[config.mk]
export PLATFORM = sky130hd
export DESIGN_NAME = spike_window_classifier
export DESIGN_NICKNAME = d
export VERILOG_FILES = /design/src/rtl/spike_window_classifier_pkg.sv /design/src/rtl/sat_spike_counter.sv /design/src/rtl/spike_window_classifier.sv
export SDC_FILE = /design/constraint.sdc
export NUM_CORES = 2
export LEC_CHECK = 0
export BUFFER_PORTS_ARGS = -buffer_cell sky130_fd_sc_hd__clkbuf_2
export CAP_MARGIN = 10
export CORE_MARGIN = 5
export CORE_UTILIZATION = 35
export DETAILED_ROUTE_END_ITERATION = 12
export PLACE_DENSITY_LB_ADDON = 0.2
export SYNTH_ARGS = -nofsm -noshare
export SYNTH_HDL_FRONTEND = slang
export SYNTH_SLANG_ARGS = --single-unit
export TNS_END_PERCENT = 100
[constraint.sdc]
create_clock -name clk -period 4.96 [get_ports clk]
set_clock_uncertainty 0.15 [all_clocks]
set_input_delay 1.24 -clock clk [delete_from_list [all_inputs] [get_ports clk]]
set_output_delay 1.24 -clock clk [all_outputs]
set_load 0.03 [all_outputs]
[src/rtl/spike_window_classifier_pkg.sv]
// Shared types and default sizing for the spike window classifier.
//   swc_state_e      : classifier FSM states
//   DEF_NUM_NEURONS  : default excitatory neuron count
//   DEF_WINDOW_STEPS : default time steps per presentation window
//   DEF_COUNT_WIDTH  : default per-neuron spike counter width
package spike_window_classifier_pkg;

    localparam int unsigned DEF_NUM_NEURONS  = 100;
    localparam int unsigned DEF_WINDOW_STEPS = 350;
    localparam int unsigned DEF_COUNT_WIDTH  = 8;

    typedef enum logic [1:0] {
        ST_IDLE  = 2'd0,
        ST_ACCUM = 2'd1,
        ST_SCAN  = 2'd2,
        ST_DONE  = 2'd3
    } swc_state_e;

endpackage

[src/rtl/sat_spike_counter.sv]
// Single saturating spike counter.
//   clk, reset : clock, asynchronous active-low reset
//   clear      : synchronous clear (wins over inc)
//   inc        : increment by one, holds at all-ones
//   count      : current count (registered)
module sat_spike_counter
    import spike_window_classifier_pkg::*;
#(
    parameter int unsigned WIDTH = DEF_COUNT_WIDTH
) (
    input  logic             clk,
    input  logic             reset,
    input  logic             clear,
    input  logic             inc,
    output logic [WIDTH-1:0] count
);

    // Count up until all-ones, then hold
    always_ff @(posedge clk or negedge reset) begin
        if (!reset) begin
            count <= '0;
        end else if (clear) begin
            count <= '0;
        end else if (inc && (count != '1)) begin
            count <= count + WIDTH'(1);
        end
    end

endmodule

[src/rtl/spike_window_classifier.sv]
// Spike window classifier: counts excitatory spikes per neuron over one
// presentation window, then scans the counts sequentially for the argmax
// and offers {winner_idx, winner_count, no_spike} over a valid/ready handshake.
// Optional macro SPIKE_WINDOW_EARLY_STOP_EN: end the window as soon as any
// count reaches EARLY_STOP_COUNT and expose the early_stop status output.
//   clk, reset    : clock, asynchronous active-low reset
//   start         : opens a new window (sampled in IDLE only)
//   step_valid    : spikes_in carries one time step this cycle
//   spikes_in     : excitatory spike vector
//   busy          : not in IDLE
//   result_valid  : result available, held until result_ready
//   result_ready  : consumer accepts the result
//   winner_idx    : index of highest-count neuron (lowest index on ties)
//   winner_count  : count of the winner
//   early_stop    : window ended by the early-stop condition (macro only)
//   no_spike      : every count in the window was zero
module spike_window_classifier
    import spike_window_classifier_pkg::*;
#(
    parameter int unsigned NUM_NEURONS      = DEF_NUM_NEURONS,
    parameter int unsigned COUNT_WIDTH      = DEF_COUNT_WIDTH,
    parameter int unsigned WINDOW_STEPS     = DEF_WINDOW_STEPS,
    parameter int unsigned STEP_WIDTH       = 16,
    parameter int unsigned IDX_WIDTH        = 7,
    parameter int unsigned EARLY_STOP_COUNT = 20
) (
    input  logic                   clk,
    input  logic                   reset,
    input  logic                   start,
    input  logic                   step_valid,
    input  logic [NUM_NEURONS-1:0] spikes_in,
    output logic                   busy,
    output logic                   result_valid,
    input  logic                   result_ready,
    output logic [IDX_WIDTH-1:0]   winner_idx,
    output logic [COUNT_WIDTH-1:0] winner_count,
`ifdef SPIKE_WINDOW_EARLY_STOP_EN
    output logic                   early_stop,
`endif
    output logic                   no_spike
);

`ifdef SPIKE_WINDOW_EARLY_STOP_EN
    localparam bit EARLY_STOP_EN = 1'b1;
`else
    localparam bit EARLY_STOP_EN = 1'b0;
`endif

    // Early stop can only fire if the threshold is representable in a counter
    localparam bit ES_REACHABLE = (EARLY_STOP_COUNT >= 1) &&
                                  (EARLY_STOP_COUNT <= (2**COUNT_WIDTH - 1));
    localparam logic [COUNT_WIDTH-1:0] ES_PRE    = COUNT_WIDTH'(EARLY_STOP_COUNT - 1);
    localparam logic [STEP_WIDTH-1:0]  LAST_STEP = STEP_WIDTH'(WINDOW_STEPS - 1);
    localparam logic [IDX_WIDTH-1:0]   LAST_IDX  = IDX_WIDTH'(NUM_NEURONS - 1);

    swc_state_e              state;
    logic [STEP_WIDTH-1:0]   step_cnt;
    logic [IDX_WIDTH-1:0]    scan_idx;
    logic [IDX_WIDTH-1:0]    best_idx;
    logic [COUNT_WIDTH-1:0]  best_count;
    logic [COUNT_WIDTH-1:0]  counts [NUM_NEURONS];

    logic                    clear_c;
    logic [NUM_NEURONS-1:0]  inc_vec_c;
    logic                    last_step_c;
    logic                    early_hit_c;
    logic                    window_end_c;
    logic [COUNT_WIDTH-1:0]  scan_count_c;
    logic                    scan_gt_c;
    logic [IDX_WIDTH-1:0]    fin_idx_c;
    logic [COUNT_WIDTH-1:0]  fin_count_c;
    logic                    scan_last_c;

    // Counter control: clear on an accepted start, increment on accepted steps
    assign clear_c     = (state == ST_IDLE) && start;
    assign inc_vec_c   = ((state == ST_ACCUM) && step_valid) ? spikes_in : '0;
    assign last_step_c = (state == ST_ACCUM) && step_valid && (step_cnt == LAST_STEP);

    // A count reaches the threshold this cycle when it sits one below and increments
    always_comb begin
        early_hit_c = 1'b0;
        for (int unsigned i = 0; i < NUM_NEURONS; i++) begin
            if (inc_vec_c[i] && (counts[i] == ES_PRE)) begin
                early_hit_c = 1'b1;
            end
        end
        if (!ES_REACHABLE) begin
            early_hit_c = 1'b0;
        end
    end

    assign window_end_c = last_step_c || (EARLY_STOP_EN && early_hit_c);

    // Per-neuron saturating counters
    for (genvar g = 0; g < NUM_NEURONS; g++) begin : g_cnt
        sat_spike_counter #(
            .WIDTH (COUNT_WIDTH)
        ) u_cnt (
            .clk   (clk),
            .reset (reset),
            .clear (clear_c),
            .inc   (inc_vec_c[g]),
            .count (counts[g])
        );
    end

    // Argmax step: strict compare keeps the lowest index on ties
    assign scan_count_c = counts[scan_idx];
    assign scan_gt_c    = scan_count_c > best_count;
    assign fin_idx_c    = scan_gt_c ? scan_idx : best_idx;
    assign fin_count_c  = scan_gt_c ? scan_count_c : best_count;
    assign scan_last_c  = (scan_idx == LAST_IDX);

    // FSM, step counter, scan registers and registered outputs
    always_ff @(posedge clk or negedge reset) begin
        if (!reset) begin
            state        <= ST_IDLE;
            step_cnt     <= '0;
            scan_idx     <= '0;
            best_idx     <= '0;
            best_count   <= '0;
            busy         <= 1'b0;
            result_valid <= 1'b0;
            winner_idx   <= '0;
            winner_count <= '0;
            no_spike     <= 1'b0;
        end else begin
            case (state)
                ST_IDLE: begin
                    if (start) begin
                        state        <= ST_ACCUM;
                        busy         <= 1'b1;
                        step_cnt     <= '0;
                        winner_idx   <= '0;
                        winner_count <= '0;
                        no_spike     <= 1'b0;
                    end
                end
                ST_ACCUM: begin
                    if (step_valid) begin
                        step_cnt <= step_cnt + STEP_WIDTH'(1);
                    end
                    if (window_end_c) begin
                        state      <= ST_SCAN;
                        scan_idx   <= '0;
                        best_idx   <= '0;
                        best_count <= '0;
                    end
                end
                ST_SCAN: begin
                    best_idx   <= fin_idx_c;
                    best_count <= fin_count_c;
                    scan_idx   <= scan_idx + IDX_WIDTH'(1);
                    if (scan_last_c) begin
                        state        <= ST_DONE;
                        result_valid <= 1'b1;
                        winner_idx   <= fin_idx_c;
                        winner_count <= fin_count_c;
                        no_spike     <= (fin_count_c == '0);
                    end
                end
                ST_DONE: begin
                    if (result_ready) begin
                        state        <= ST_IDLE;
                        busy         <= 1'b0;
                        result_valid <= 1'b0;
                    end
                end
                default: begin
                    state        <= ST_IDLE;
                    busy         <= 1'b0;
                    result_valid <= 1'b0;
                end
            endcase
        end
    end

`ifdef SPIKE_WINDOW_EARLY_STOP_EN
    // Records why the window closed; held through DONE, cleared by start
    always_ff @(posedge clk or negedge reset) begin
        if (!reset) begin
            early_stop <= 1'b0;
        end else if (clear_c) begin
            early_stop <= 1'b0;
        end else if ((state == ST_ACCUM) && window_end_c) begin
            early_stop <= early_hit_c;
        end
    end
`endif

endmodule

==> results.py <==
metrics = {
    "route": {
        "post-route-drc-count": 0,
        "ant_nets": 0,
        "vias": 36800,
        "first_pass_iters": 7,
        "routed_wl_um": 143000,
        "vias_per_cell": 5.51,
        "wl_per_cell_um": 21.4,
        "drt_iter0_drc": 3168,
    },
    "grt": {
        "gr-total-overflow": 0,
        "track_usage": 0.198,
        "grt_pass1_wl_um": 221000,
        "grt_pass1_vias": 34900,
        "antenna_found_initial": 2,
        "grt_max_degree": 179,
    },
    "placed_design": {
        "place_inst": 6496,
        "dp_hpwl_um": 104000,
        "place.gp.congestion": 0.905,
        "io_buffers": 122,
        "place_ws_ns": 0.304,
        "postPlaceCellArea_mm2": 0.0508,
    },
    "logic_synthesis": {
        "synth_edf_count": 0,
        "synth_seq_cells": 858,
        "synthTopCellsByArea": "dfrtp_1 (45%), xor2_1 (7.3%), mux4_2 (6.6%), nor2_1 (5.7%), mux2i_1 (3.6%)",
        "ys.flop_type": "dfrtp_1",
        "synth_top_area_share": 0.450,
        "ys_warn_count": 0,
        "ys_types": 80,
        "synth_area_mm2": 0.0478,
        "yosysTopAreaCell": "dfrtp_1",
        "syn_avg_cell_area_um2": 10.2,
        "synth-seq-area-share": 0.450,
        "syn_nets": 4896,
        "syn_inst": 4676,
        "async_flop_share": 1.00,
    },
    "power_and_ir_drop": {
        "leakagePower_nw": 24.9,
        "ir_worst_vdd_v": 0.000240,
        "total_power_mw": 15.1,
        "power.density_mw_per_mm2": 279,
    },
    "sta": {
        "finalCritPeriodShare": 0.941,
        "max_freq_mhz": 214,
        "slew_headroom": 0.251,
        "rsz0062_at_grt": "no",
        "setup_violations": 0,
        "setup_slack_ns": 0.295,
        "worst_pin_slew_ns": 1.11,
        "slew_viol_final": 0,
        "holdWs_ns": 0.333,
        "fin_tns_setup_ns": 0,
        "hold_viol": 0,
        "min_period_ns": 4.67,
    },
    "worst_setup_path": {
        "worstSetupPathType": "flop to flop",
        "cp_max_fo": 47,
        "cp.arrival_ns": 5.10,
        "start_kind": "flop",
        "cp_data_required_time_ns": 5.39,
        "crit_path_end_kind": "flop",
    },
    "clock_network": {
        "insertion_delay_ns": 0.72,
        "cts_root_buf": "clkbuf_16",
        "cts_tree": "done",
        "cts_buffers": 102,
        "cts_sinks": 858,
        "clk_path_buf_depth": 3,
        "post-cts-setup-buffers": 0,
        "cts_hold_buf": 0,
        "ctsHtreeMaxLevel": 3,
        "clk_pin_slew_ns": 0.06,
    },
    "floorplan": {
        "chipWidth_um": 379,
        "die_h_um": 379,
        "coreArea_mm2": 0.135,
        "io_pins": 123,
        "rows": 135,
        "die_area_mm2": 0.144,
        "start_util": 0.353,
    },
    "cells_and_area": {
        "final_util": 0.401,
        "drive_gt1_frac": 0.120,
        "final_area_mm2": 0.0543,
        "final_cells": 6683,
        "final_common_cell": "dfrtp_1",
        "final_net_count": 5039,
        "mostFrequentLayoutCells": "dfrtp_1 (853), nor2_1 (728), xor2_1 (396)",
        "syn2layout_area_growth_pct": 13.6,
        "fill_cells": 13300,
    },
    "run_status": {
        "outcome": "complete, no violations",
    },
    "worst_hold_path": {
        "hold_class": "flop to flop",
    },
    "run": {
        "maxCapViolCount": 0,
    },
}
==> logic make-up (layout without fill, tap and decap cells) <==
family          Yosys count  after routing  share of synthesized area
other cells               0              1                          0
mux                     351            351                      0.117
buf+inv                 240            465                     0.0264
compound gates          637            637                     0.0857
flops                   858            858                      0.450
xor+xnor                556            556                      0.102
simple gates           1919           1919                      0.189
fa+ha+maj               115            115                     0.0301
==> cells in the mapped netlist, drive strengths merged, types with 11 or more instances <==
cell type / instances
and3: 98
buf: 84
o211a: 75
nand4: 258
and4: 11
nor2: 729
o211ai: 20
mux2: 20
mux2i: 172
nand3: 209
mux4: 159
nor3: 16
xor2: 396
ha: 115
a221oi: 23
clkbuf: 114
or3: 163
xnor2: 160
a22o: 19
nand2: 377
dfrtp: 858
a22oi: 19
o21ai: 206
a31oi: 11
a21oi: 193
inv: 42
==> report_power, final <==
group          internal (mW)  total (mW)  switching (mW)
registers               7.00        7.00               0
logic                 0.0521       0.240           0.188
clock network           4.75        7.89            3.14
==> routing by layer <==
layer	share of wire	global-route usage	up-vias
li1	-	-	17200
met1	0.47	0.294	18500
met2	0.44	0.297	926
met3	0.060	0.0337	199
met4	0.028	0.0573	0
met5	0	0	-
==> path summary, 6_finish.rpt <==
kind / startpoint / endpoint / slack [ns] / cells past startpoint
hold reg to reg: best_count[4] / best_count[4] / 0.33 / 2
min in group asynchronous: reset / g_cnt[53].u_cnt.count[0] / 0.47 / 1
hold / removal: best_count[4] / best_count[4] / 0.33 / 2
setup / recovery: scan_idx[0] / best_idx[1] / 0.29 / 16
max in group asynchronous: reset / g_cnt[66].u_cnt.count[1] / 3.08 / 2
setup reg to reg: scan_idx[0] / best_idx[1] / 0.29 / 16
==> layout make-up <==
cell class	instances	area [um2]	area share
repair buffers	237	1840	0.0339
diodes	1	2.50	0.0000461
inverters	42	158	0.00291
clock inverters	39	503	0.00927
flip-flops and latches	858	21500	0.396
well taps	1781	2230	0.0411
clock buffers	147	3000	0.0552
multi-input cells	3578	25000	0.462
==> flip-flops by register name (all words and copies together) (netlist names) <==
| signal | flops |
|---|---|
| winner_idx | 7 |
| best_count | 8 |
| g_cnt.u_cnt.count | 800 |
| state | 2 |
| busy | 1 |
| result_valid | 1 |
| winner_count | 8 |
| best_idx | 7 |
| step_cnt | 16 |
| no_spike | 1 |
| scan_idx | 7 |
==> critical path, cell delays in order, from the launching register on <==
cell	delay [ns]
dfrtp_4	0.61
buf_12	0.24
inv_2	0.37
buf_4	0.29
nand2_1	0.08
a31oi_1	0.21
nand3_1	0.25
a32oi_1	0.37
ha_1	0.31
nor2b_1	0.14
o21a_1	0.16
o21a_1	0.19
o21ba_2	0.21
nor2_1	0.28
nor2_1	0.20
a22o_1	0.21
a22o_1	0.17
==> what timing repair did <==
action                                  4_1_cts  5_1_grt
resized for setup                             0        1
endpoints found under the setup margin        0        1
hold endpoints to repair                      0        0
Note: power is estimated with default switching activity, not from simulation.
